File: config.mk
export PLATFORM = sky130hd
export DESIGN_NAME = posit_div_seq_flat
export DESIGN_NICKNAME = d
export VERILOG_FILES = /design/src/rtl/posit_pkg.sv /design/src/rtl/posit_div_seq_if.sv /design/src/rtl/posit_unpack.sv /design/src/rtl/posit_div_seq.sv /design/src/flat_wrapper.sv
export SDC_FILE = /design/constraint.sdc
export NUM_CORES = 1
export LEC_CHECK = 0
export CORE_MARGIN = 2
export CORE_UTILIZATION = 25
export DETAILED_ROUTE_END_ITERATION = 8
export DONT_BUFFER_PORTS = 1
export PLACE_DENSITY = 0.4
export SYNTH_ARGS = -nofsm -noshare
export SYNTH_HDL_FRONTEND = slang
export SYNTH_SLANG_ARGS = --single-unit
File: constraint.sdc
create_clock -name clk_i -period 21 [get_ports clk_i]
set_clock_uncertainty 0.15 [all_clocks]
set_input_delay 3.15 -clock clk_i [delete_from_list [all_inputs] [get_ports clk_i]]
set_output_delay 3.15 -clock clk_i [all_outputs]
set_load 0.01 [all_outputs]
File: src/rtl/posit_pkg.sv
// Shared constants, FSM states and the unpacked-operand record for the posit<32,2> divider.
package posit_pkg;
  localparam int N  = 32;
  localparam int ES = 2;
  localparam int BS = $clog2(N);
  localparam int SW = BS + ES + 2;   // scale width: {k, e}
  localparam int MW = N - ES;        // mantissa incl. hidden bit
  localparam int RW = N - ES + 2;    // remainder width
  localparam int QW = N - ES + 3;    // quotient bits produced
  localparam int CW = $clog2(QW);

  localparam logic [N-1:0] NAR    = {1'b1, {(N-1){1'b0}}};
  localparam logic [N-1:0] MAXPOS = {1'b0, {(N-1){1'b1}}};
  localparam logic [N-1:0] MINPOS = {{(N-1){1'b0}}, 1'b1};

  typedef enum logic [1:0] {IDLE, UNPACK, DIV, ROUND} state_t;

  typedef struct packed {
    logic          sgn;
    logic          nar;
    logic          zro;
    logic [SW-1:0] scale;  // two's complement 4*k + e
    logic [MW-1:0] mant;   // 1.fff
  } unp_t;
endpackage

File: src/rtl/posit_div_seq_if.sv
// Operand/result handshake bundle of the sequential posit divider.
interface posit_div_seq_if;
  import posit_pkg::*;
  logic [N-1:0] in1, in2, out;
  logic         start, inf, zero, done, busy;

  modport master (output in1, in2, start, input out, inf, zero, done, busy);
  modport slave  (input in1, in2, start, output out, inf, zero, done, busy);
endinterface

File: src/rtl/posit_unpack.sv
// Posit field decode: sign strip, regime run-length, exponent and hidden-bit mantissa.
module posit_unpack
  import posit_pkg::*;
(
  input  logic [N-1:0] x,
  output unp_t         u
);
  logic [N-2:0] r, sh;
  logic [BS:0]  run;
  logic [BS+1:0] run_x, k;
  logic         hit;

  always_comb begin
    r   = x[N-1] ? (~x[N-2:0] + (N-1)'(1)) : x[N-2:0];
    run = '0;
    hit = 1'b0;
    for (int i = N - 2; i >= 0; i--) begin
      if (!hit && (r[i] == r[N-2])) run = run + (BS+1)'(1);
      else                          hit = 1'b1;
    end
    run_x = {1'b0, run};
    k     = r[N-2] ? (run_x - (BS+2)'(1)) : -run_x;
    // drop regime run and its terminator; a full-width run leaves nothing
    sh    = r << (run + (BS+1)'(1));
    u.sgn   = x[N-1];
    u.nar   = (x == NAR);
    u.zro   = (x == '0);
    u.scale = {k, sh[N-2 -: ES]};
    u.mant  = {1'b1, sh[N-2-ES:0]};
  end
endmodule

File: src/rtl/posit_div_seq.sv
// Sequential posit divider, restoring radix-2, one quotient bit per cycle.
// Define POSIT_DIV_EARLY_EXIT_EN to let NaR/zero operands bypass the divide loop.
module posit_div_seq
  import posit_pkg::*;
(
  input  logic              clk_i,
  input  logic              rst_i,
  posit_div_seq_if.slave    bus
);
  localparam int FW = QW - 1;
  localparam int XW = 1 + ES + FW;
  localparam int BW = N - 1 + XW;
  localparam logic signed [SW:0] KHI = (SW+1)'(N - 2);
  localparam logic signed [SW:0] KLO = -KHI;

  state_t state, nxt;
  logic [1:0][N-1:0] op;
  unp_t              u [2];
  logic [RW-1:0]     rem, diff;
  logic [MW-1:0]     dvs;
  logic [QW-1:0]     q;
  logic [CW-1:0]     cnt;
  logic signed [SW:0] scl, sc, kr;
  logic              sgn, sp_inf, sp_zero, sp_inf_c, sp_zero_c, accept, ge;
  logic [FW-1:0]     qn;
  logic [BS:0]       len, lsh;
  logic [BW-1:0]     big;
  logic [N-1:0]      rnd, mag_r, fin;
  logic              g, l, st;

  for (genvar i = 0; i < 2; i++) begin : g_unp
    posit_unpack u_unp (.x(op[i]), .u(u[i]));
  end

  assign accept    = bus.start && !bus.busy && (state == IDLE);
  assign sp_inf_c  = u[0].nar || u[1].nar || u[1].zro;
  assign sp_zero_c = u[0].zro && !sp_inf_c;
  assign ge        = rem >= {2'b00, dvs};
  assign diff      = ge ? (rem - {2'b00, dvs}) : rem;

  always_ff @(posedge clk_i or posedge rst_i)
    if (rst_i) state <= IDLE;
    else       state <= nxt;

  always_comb begin
    nxt = state;
    case (state)
      IDLE:   if (accept) nxt = UNPACK;
`ifdef POSIT_DIV_EARLY_EXIT_EN
      UNPACK: nxt = (sp_inf_c || sp_zero_c) ? ROUND : DIV;
`else
      UNPACK: nxt = DIV;
`endif
      DIV:    if (cnt == CW'(QW - 1)) nxt = ROUND;
      ROUND:  nxt = IDLE;
      default: nxt = IDLE;
    endcase
  end

  // Normalise, build the regime/exp/fraction string, round to nearest even.
  always_comb begin
    qn    = q[QW-1] ? q[FW-1:0] : {q[FW-2:0], 1'b0};
    sc    = scl - (q[QW-1] ? (SW+1)'(0) : (SW+1)'(1));
    kr    = sc >>> ES;
    len   = kr[SW] ? (BS+1)'(-kr) : ((BS+1)'(kr) + (BS+1)'(1));
    lsh   = (BS+1)'(N - 1) - len;
    big   = {{(N-1){~kr[SW]}}, kr[SW], sc[ES-1:0], qn} << lsh;
    l     = big[BW-N+1];
    g     = big[BW-N];
    st    = (|big[BW-N-1:0]) || (|rem);
    rnd   = {1'b0, big[BW-1 -: N-1]} + N'(g && (l || st));
    if (kr >= KHI)     mag_r = MAXPOS;
    else if (kr < KLO) mag_r = MINPOS;
    else if (rnd == '0) mag_r = MINPOS;
    else               mag_r = rnd;
    if (sp_inf)        fin = NAR;
    else if (sp_zero)  fin = '0;
    else               fin = sgn ? -mag_r : mag_r;
  end

  always_ff @(posedge clk_i or posedge rst_i)
    if (rst_i) begin
      op <= '0; rem <= '0; dvs <= '0; q <= '0; cnt <= '0; scl <= '0;
      sgn <= 1'b0; sp_inf <= 1'b0; sp_zero <= 1'b0;
      bus.out <= '0; bus.inf <= 1'b0; bus.zero <= 1'b0;
      bus.done <= 1'b0; bus.busy <= 1'b0;
    end else begin
      bus.done <= 1'b0;
      if (accept)        bus.busy <= 1'b1;
      else if (bus.done) bus.busy <= 1'b0;
      case (state)
        IDLE: if (accept) op <= {bus.in2, bus.in1};
        UNPACK: begin
          rem     <= {2'b00, u[0].mant};
          dvs     <= u[1].mant;
          scl     <= $signed({u[0].scale[SW-1], u[0].scale}) - $signed({u[1].scale[SW-1], u[1].scale});
          sgn     <= u[0].sgn ^ u[1].sgn;
          sp_inf  <= sp_inf_c;
          sp_zero <= sp_zero_c;
          q       <= '0;
          cnt     <= '0;
        end
        DIV: begin
          rem <= {diff[RW-2:0], 1'b0};
          q   <= {q[QW-2:0], ge};
          cnt <= cnt + CW'(1);
        end
        ROUND: begin
          bus.done <= 1'b1;
          bus.out  <= fin;
          bus.inf  <= sp_inf;
          bus.zero <= sp_zero;
        end
        default: ;
      endcase
    end
endmodule

File: src/flat_wrapper.sv
// flat-port wrapper written by rule: the top's interface ports become plain ports
module posit_div_seq_flat import posit_pkg::*;
  (clk_i, rst_i, bus_in1, bus_in2, bus_start, bus_out, bus_inf, bus_zero, bus_done, bus_busy);
  posit_div_seq_if bus_i ();
  input  logic clk_i;
  input  logic rst_i;
  input wire logic [$bits(bus_i.in1)-1:0] bus_in1;
  input wire logic [$bits(bus_i.in2)-1:0] bus_in2;
  input wire logic [$bits(bus_i.start)-1:0] bus_start;
  output wire logic [$bits(bus_i.out)-1:0] bus_out;
  output wire logic [$bits(bus_i.inf)-1:0] bus_inf;
  output wire logic [$bits(bus_i.zero)-1:0] bus_zero;
  output wire logic [$bits(bus_i.done)-1:0] bus_done;
  output wire logic [$bits(bus_i.busy)-1:0] bus_busy;
  assign bus_i.in1 = bus_in1;
  assign bus_i.in2 = bus_in2;
  assign bus_i.start = bus_start;
  assign bus_out = bus_i.out;
  assign bus_inf = bus_i.inf;
  assign bus_zero = bus_i.zero;
  assign bus_done = bus_i.done;
  assign bus_busy = bus_i.busy;
  posit_div_seq u_core (.clk_i(clk_i), .rst_i(rst_i), .bus(bus_i));
endmodule
-- Word level (Yosys, flattened, before mapping)
Cells that the tools add are included.
- flip-flop bits (word level): 216
- input port bits: 67
- output and inout bits: 36
- word-level logic and storage cells: 444
- add/subtract/negate cells: 75
- magnitude comparators: 3
- equal/unequal tests: 68
- shifts and indexed selects: 3
- multiplexer cells: 141
- bitwise gates (word level): 4
- reductions and logical operators: 134
- operators with widths (kind ; count):
    adder 6 x 1 -> 6 bit (second input constant) ; 59
    two-way mux 6 bit ; 59
    two-way mux 32 bit ; 7
    zero test 32 bit ; 3
    two-way mux 31 bit ; 3
    case mux 33 bit (2 select lines) ; 1
    << shifter 66 x 6 -> 66 bit ; 1
    == test 32 bit (second input constant) ; 2
    case mux 32 bit (2 select lines) ; 1
    adder 31 x 1 -> 31 bit (second input constant) ; 2
    logical AND 1 bit ; 62
    two-way mux 1 bit ; 62
    inverter 31 bit ; 2
    << shifter 31 x 6 -> 31 bit ; 2
    == test 1 bit ; 60
    zero test 1 bit ; 58
    OR reduction 34 bit ; 1
    adder 31 x 1 -> 32 bit ; 1
    greater-or-equal comparator 32 x 30 -> 1 bit ; 1
    negator 32 bit ; 1
    OR reduction 32 bit ; 1
    subtractor 31 x 30 -> 31 bit ; 1
    two-way mux 7 bit ; 2
    negator 6 -> 7 bit ; 2
    other kinds (22) ; 34

-- Longest topological paths before layout
Gate-level depths: netlist of run 1.
- depth after elaboration: 93
- depth in mapped cells: 110
- gate-level depth less buffers: 106

-- Cells and area by module
Synthesis of run 1 repeated with hierarchy kept, for this count alone.
- cell total of the unflattened synthesis: 4129
- area total of the unflattened synthesis: 31679.1 sq um
- modules (own cells, without submodules) (module ; instances ; cells an instance ; area each (sq um) ; sequential area each (sq um)):
    posit_div_seq ; 1 ; 2141 ; 18198.7 ; 5405.2
    posit_unpack ; 2 ; 994 ; 6740.2 ; 0.0

-- Worst setup path before layout of run 1
Ideal clock, no wire load.
- path kind: register to register
- start point: reg u_core.op[0] (netlist bit)
- end point: reg u_core.scl[8]
- setup time: 0.125 ns
- arrival time: 20.317 ns
- data required time: 20.725 ns
- slack: 0.408 ns
- cell stages (with the launch flop): 110
- path buffers: 4
- clock period less this slack: 20.592 ns
- cells stage by stage: dfrtp_1 > inv_1 > ha_1 > nor4b_2 > and4_1 > a31oi_2 > xnor2_2 > buf_2 > buf_2 > buf_1 > nor2_1 > a22o_1 > and2_1 > ha_1 > o31a_1 > ha_1 > a21oi_1 > o21ai_0 > [74 not listed] > inv_2 > clkbuf_1 > mux2i_1 > a21oi_1 > a21o_1 > nand2_1 > a21o_1 > ha_1 > inv_1 > fa_1 > a21o_1 > a21oi_1 > o21bai_1 > a21oi_1 > o21bai_1 > a21oi_1 > xnor2_1 > mux2_2
- cells in the longest elaborated chain, start to end: 93
- elaborated cells between the ends (all ways): 184
- those cells by class: 34 x add/sub; 30 x eq/ne; 1 x shift; 61 x mux; 1 x bitwise; 57 x reduce/logical
- RTL lines (item ; line ; source):
    start: declaration ; posit_div_seq.sv:17 ; logic [1:0][N-1:0] op;
    start signal: assignment ; posit_div_seq.sv:92 ; IDLE: if (accept) op <= {bus.in2, bus.in1};
    inverter 31 bit ; posit_unpack.sv:14 ; r = x[N-1] ? (~x[N-2:0] + (N-1)'(1)) : x[N-2:0];
    adder 31 x 1 -> 31 bit ; posit_unpack.sv:14 ;
    two-way mux 31 bit * ; posit_unpack.sv:14 ;
    parallel branches: the longest is 89 deep, another holds adder 6 x 1 -> 6 bit ; n/a ;
    subtractor 9 x 9 -> 10 bit * ; posit_div_seq.sv:96 ; scl <= $signed({u[0].scale[SW-1], u[0].scale}) - $signed({u[1].scale[SW-1], u[1].scale});
    end signal: assignment ; posit_div_seq.sv:96 ;
    end: declaration ; posit_div_seq.sv:23 ; logic signed [SW:0] scl, sc, kr;
Every way passes the cells marked *.
A chain may end at the register's enable or synchronous reset.

-- Worst setup path after layout of run 1
- start point: reg u_core.op[24] (netlist bit)
- end point: reg u_core.scl[7]
Same word-level chain as after synthesis.

==> results of run 1 <==
-- power breakdown --
part	switching [mW]	leakage [nW]	internal, mW
sequential	0	3.01	0.416
combinational	0.00886	11.0	0.000581
clock	0.216	0.519	0.339
total	0.225	14.6	0.756
-- worst paths after layout --
check                                  to  slack [ns]  cells past startpoint            from
setup / recovery            u_core.scl[7]        1.03                    103   u_core.op[24]
hold / removal             u_core.dvs[29]        0.31                      2  u_core.dvs[29]
setup reg to reg            u_core.scl[7]        1.03                    103   u_core.op[24]
hold reg to reg            u_core.dvs[29]        0.31                      2  u_core.dvs[29]
max in group asynchronous   u_core.op[33]       17.05                      2           rst_i
min in group asynchronous     u_core.q[2]        2.31                      1           rst_i
-- cell usage in the layout, fill, tap and decap left out, types with 37 or more instances in the layout --
cell type	instances
and3_1	42
nand3_1	171
xnor2_1	161
mux2_2	124
nor2b_1	54
a21oi_1	208
nor3_1	81
ha_1	97
buf_4	146
o31ai_1	47
xor2_1	104
nand2_1	437
nand2b_1	41
o21ai_0	285
mux2i_1	202
a31oi_1	37
nor2_1	287
inv_1	175
dfrtp_1	214
-- metrics by stage --
stage	setup WS, ns	TNS (ns)	std cells	cell area, µm²	power [mW]
after floorplan	0.408	0	3829	29300	0.430
after global placement	0.302	0	5267	31500	0.434
after detailed placement	0.136	0	5267	31500	0.434
after CTS	0.0316	0	5323	32600	1.01
after global routing	-0.0712	-0.0937	5356	33500	1.02
final	1.03	0	5358	33500	0.981
-- metal layers --
| metal | vias to the layer above | share of wire [%] | wire length (µm) | track usage, % |
|---|---|---|---|---|
| met3 | 100 | 3.8 | 3860 | 1.97 |
| met5 | - | 0.035 | 36 | 0 |
| met2 | 511 | 46 | 46700 | 26.7 |
| met1 | 13400 | 48 | 49100 | 23.1 |
| li1 | 13900 | - | - | - |
| met4 | 6 | 2.2 | 2240 | 3.54 |
-- area by class of cell --
class	count	area share, %
multi-input cells	3215	69.0
flip-flops and latches	216	16.1
well taps	1524	5.69
repair buffers	159	3.87
clock buffers	41	2.60
inverters	186	2.14
clock inverters	15	0.567
diodes	2	0.0149
-- cell families after synthesis --
logic type	after synthesis	share of synthesized area (%)
AO/OA/AOI/OAI	1038	23.6
XOR/XNOR	319	10.7
adder cells (fa/ha/maj)	117	5.01
buffers and inverters	398	5.30
flip-flops	216	18.4
multiplexers	359	13.7
AND/OR/NAND/NOR	1382	23.2
-- worst reg2reg max path: cells and delay by family (launching register included) --
kind	cells	cell delay, ns
buffers and inverters	9	0.80
AOI/OAI and AO/OA	29	4.59
adders and majority gates	27	7.60
and+or+nand+nor	22	2.94
muxes	14	3.04
DFF	1	0.37
xor gates and xnor gates	2	0.31
-- sequential cells by signal, summed over array words and instances (netlist names) --
register	count
u_core.bus.zero	1
u_core.bus.out	32
u_core.sgn	1
u_core.cnt	6
u_core.bus.done	1
u_core.sp_inf	1
u_core.q	33
u_core.op	64
u_core.sp_zero	1
u_core.rem	32
u_core.bus.inf	1
u_core.bus.busy	1
u_core.state	2
u_core.scl	10
u_core.dvs	30
-- what timing repair did --
item | 4_1_cts | 5_1_grt
setup endpoints to repair | 0 | 20
setup buffers | 0 | 31
gates resized for setup | 0 | 131
==> impl_metrics.csv, run 1 <==
group,metric,value,unit
synth,synth_area_leaders,"dfrtp_1 18%, mux2i_1 7.2%, nand2_1 5.7%",
cells_and_area,multi_input_area,23100,µm²
route,vias_per_cell,5.22,
synth,synth_flop_cell,"dfrtp_1",
timing,drv_slew,0,
route,drt-total-wl,102,mm
critical_path,worstPathBufferInverterCount,9,
critical_path,cpMostUsedCell,"ha_1",
synth,synth.most_common_cell,"nand2_1",
power_and_ir_drop,p_per_area,29.2,nW/µm²
global_routing,grt_pass1_vias,27000,
critical_path,cp.required,21.32,ns
critical_path,worst_path_dominant_cell_family,"adder cells",
synth,synth_top_area_share,18.4,%
route,wl_per_cell,19.0,µm
route,postRouteAntennaNets,0,
synth,synth-edff-count,0,
clock_tree,path_clk_slew,0.06,ns
floorplanning,core-area,116000,µm²
clock_tree,htree_levels,1,
route,vias,28000,
route,drtPass1Iterations,5,
cells_and_area,layout-drive-gt1-share,15.2,%
cells_and_area,syn_to_final_growth,14.4,%
clock_tree,cts_buffer_depth,3,
synth,ys_ff_latch,216,
timing,whs,0.307,ns
clock_tree,cts_buffers,31,
timing,period_needed,19.97,ns
cells_and_area,final_nets,3989,
critical_path,start_kind,"flop",
synth,yosysTopAreaCell,"dfrtp_1",
critical_path,critPathKind,"reg2reg",
timing,finalSetupViolations,0,
power_and_ir_drop,leakagePower,14.6,nW
timing,fin_crit_sh,95.1,%
timing,finalHoldViolations,0,
critical_path,slowest_stage,"or4_4",
synth,synth_commonest_cells,"442 x nand2_1, 294 x nor2_1, 294 x o21ai_0",
critical_path,worst_ep_arrival_time,20.29,ns
route,first_iter_violations,1864,
power_and_ir_drop,peakVddDrop,0.0515,mV
critical_path,crit_fanout,9,
global_routing,antenna_found_initial,4,
run_status,status,"completed",
synth,yosysWarningCount,0,
timing,max_freq,50.1,MHz
cells_and_area,final.fill_count,12700,
job,cap_violations,0,
clock_tree,cts.sinks,216,
floorplanning,ios,103,
place,place.gp.congestion,0.876,
place,io_buffer_count,0,
synth,synth.yosys.seq_area_share,18.4,%
synth,synth.distinct_cells,124,
global_routing,grt_max_degree,110,
synth,async_flop_share,100,%
floorplanning,fp.dieW,346,µm
clock_tree,clock_latency,0.61,ns
critical_path,max_stage_delay,0.54,ns
synth,synth_nets,4009,
floorplanning,rows,125,
global_routing,grt_use_total,16.4,%
global_routing,overflow,0,
route,drc,0,
global_routing,grt_pass1_wl,160,mm
floorplanning,start_util,25.2,%
timing,worst_pin_slew,1.02,ns
synth,netlist_instances,3829,
floorplanning,dieArea,120000,µm²
clock_tree,cts_root_buf,"clkbuf_16",
synth,avgSynthCellArea,7.66,µm²
clock_tree,hold_buffers,0,
floorplanning,fp.dieH,346,µm
critical_path,cp-end-kind,"flop",
synth,syn_area,29300,µm²
timing,maxSlewHeadroom,32.0,%
clock_tree,cts_tree,"yes",
place,hpwl,79.2,mm
worst_hold_path,hp-class,"reg2reg",
cells_and_area,final_core_util,28.9,%
cells_and_area,regArea,5410,µm²
No activity file was read; power rests on OpenSTA's default activity.
==> run 2: changes to the inputs <==
Settings changed: CORE_UTILIZATION 25 to 40, PLACE_DENSITY 0.4 to 0.56.
==> run 2 against run 1 <==
Effect of this change:
- global-route usage increased by 6.5 points
- worst hold slack improved by 0.0088 ns
- routed wire length decreased by 12%
- fmax about the same
- non-clock buffer count decreased by 17
- critical endpoint unchanged
- via count increased by 0.56%
- highest routed layer unchanged
- first-iteration DRC count increased by 21%
- largest power group unchanged
- clock-buffer cell count decreased by 6
- clock power decreased by 13%
==> impl_metrics.csv, run 2 (synthesis results as in run 1) <==
group,metric,value,unit
critical_path,crit_fanout,16,
route,vias,28100,
place,place.gp.congestion,0.958,
global_routing,grt_use_total,23.0,%
cells_and_area,layout-drive-gt1-share,14.5,%
route,drc,0,
clock_tree,path_clk_slew,0.07,ns
clock_tree,cts.sinks,216,
clock_tree,htree_levels,1,
clock_tree,cts_buffers,27,
route,drt-total-wl,90.1,mm
global_routing,grt_pass1_vias,26300,
power_and_ir_drop,p_per_area,28.0,nW/µm²
run_status,status,"completed",
global_routing,grt_max_degree,108,
floorplanning,fp.dieH,275,µm
cells_and_area,final_nets,3968,
cells_and_area,mostFrequentLayoutCells,"438 x nand2_1, 288 x nor2_1, 287 x o21ai_0, 213 x dfrtp_1, 205 x a21oi_1",
critical_path,start_kind,"flop",
cells_and_area,largest_reg_flops,64,
global_routing,grt.busiest_layer,"met2",
timing,whs,0.316,ns
route,postRouteAntennaNets,0,
power_and_ir_drop,leakagePower,14.4,nW
cells_and_area,largest_register,"u_core.op",
clock_tree,cts_tree,"yes",
clock_tree,cts_root_buf,"clkbuf_16",
critical_path,critPathKind,"reg2reg",
worst_hold_path,min_from,"u_core.dvs[29]",
clock_tree,clock_latency,0.58,ns
clock_tree,hold_buffers,0,
timing,maxSlewHeadroom,32.5,%
floorplanning,ios,103,
critical_path,slowest_stage,"or4_4",
floorplanning,fp.dieW,275,µm
timing,drv_slew,0,
route,vias_per_cell,5.89,
place,io_buffer_count,0,
cells_and_area,final_common_cell,"nand2_1",
global_routing,met1_usage,31.5,%
route,drtPass1Iterations,6,
floorplanning,rows,99,
critical_path,crit_start,"u_core.op[22]",
clock_tree,cts_buffer_depth,3,
global_routing,antenna_found_initial,13,
route,first_iter_violations,2260,
floorplanning,core-area,72700,µm²
timing,fin_tns_setup,0,ns
place,hpwl,69.2,mm
floorplanning,dieArea,75500,µm²
timing,finalSetupViolations,0,
critical_path,timing.rr.start,"u_core.op[22]",
cells_and_area,final.fill_count,7356,
worst_hold_path,hp-class,"reg2reg",
power_and_ir_drop,peakVddDrop,0.0585,mV
critical_path,cp.required,21.31,ns
timing,finalHoldViolations,0,
timing,max_freq,50.1,MHz
global_routing,grt_pass1_wl,144,mm
critical_path,worst_ep_arrival_time,20.26,ns
critical_path,cpMostUsedCell,"ha_1",
cells_and_area,regArea,5410,µm²
timing,period_needed,19.95,ns
critical_path,cp-end-kind,"flop",
cells_and_area,multi_input_area,23000,µm²
job,cap_violations,0,
cells_and_area,top_regs,"u_core.op (64), u_core.q (33)",
timing,fin_crit_sh,95.0,%
global_routing,gr-usage-met3,3.60,%
route,wl_per_cell,18.9,µm
floorplanning,start_util,40.3,%
global_routing,met2_usage,37.6,%
cells_and_area,syn_to_final_growth,10.5,%
global_routing,overflow,0,
critical_path,max_stage_delay,0.58,ns
timing,worst_pin_slew,0.988,ns
run 2: final cells by class:
| type | count | share of cell area, % |
|---|---|---|
| multi-input cells | 3215 | 71.1 |
| flip-flops and latches | 216 | 16.7 |
| well taps | 959 | 3.70 |
| repair buffers | 142 | 3.49 |
| clock buffers | 35 | 2.27 |
| inverters | 186 | 2.20 |
| clock inverters | 14 | 0.517 |
| diodes | 4 | 0.0309 |
run 2: per-stage QoR:
step | cell area (µm²) | instances | worst slack, ns | util [%] | power (mW)
3_3_place_gp | 30600 | 4675 | 0.0674 | 42.0 | 0.433
4_1_cts | 31600 | 4726 | 0.0182 | 43.4 | 0.924
3_5_place_dp | 30600 | 4675 | -0.161 | 42.0 | 0.433
5_1_grt | 32400 | 4768 | -0.0651 | 44.6 | 0.939
6_report | 32400 | 4771 | 1.05 | 44.6 | 0.909
2_1_floorplan | 29300 | 3829 | 0.408 | - | 0.430
run 2: worst max-delay path, delay by kind of cell (launching register included):
family                   cells  cell delay (ns)
flip-flops                   1             0.38
AO/OA/AOI/OAI               30             4.65
AND/OR/NAND/NOR             22             2.99
adder cells (fa/ha/maj)     27             7.61
XOR/XNOR                     2             0.42
buffers and inverters        7             0.57
multiplexers                13             3.05
run 2: worst paths after layout:
path | end | slack [ns] | cells after the start
max | u_core.scl[7] | 1.05 | 101
min | u_core.dvs[29] | 0.32 | 2
max reg2reg | u_core.scl[7] | 1.05 | 101
min reg2reg | u_core.dvs[29] | 0.32 | 2
max in group asynchronous | u_core.op[54] | 16.86 | 2
min in group asynchronous | u_core.rem[18] | 2.37 | 1
run 2: where the power goes:
group | switching, mW | internal, mW | total [mW]
Combinational | 0.00831 | 0.000459 | 0.00878
Clock | 0.200 | 0.285 | 0.484
Sequential | 0 | 0.416 | 0.416
run 2: routing by layer:
metal / routed length [µm] / up-vias
met4: 2250 / 20
met5: 122 / -
met3: 4850 / 134
li1: - / 13900
met1: 41600 / 13400
met2: 41200 / 706
run 2: timing repair:
action,in CTS,in global routing
buffers inserted,2,40
resized for setup,12,103
gates cloned,0,1
pin swaps,1,41
endpoints found under the hold margin,0,0
setup endpoints to repair,3,9
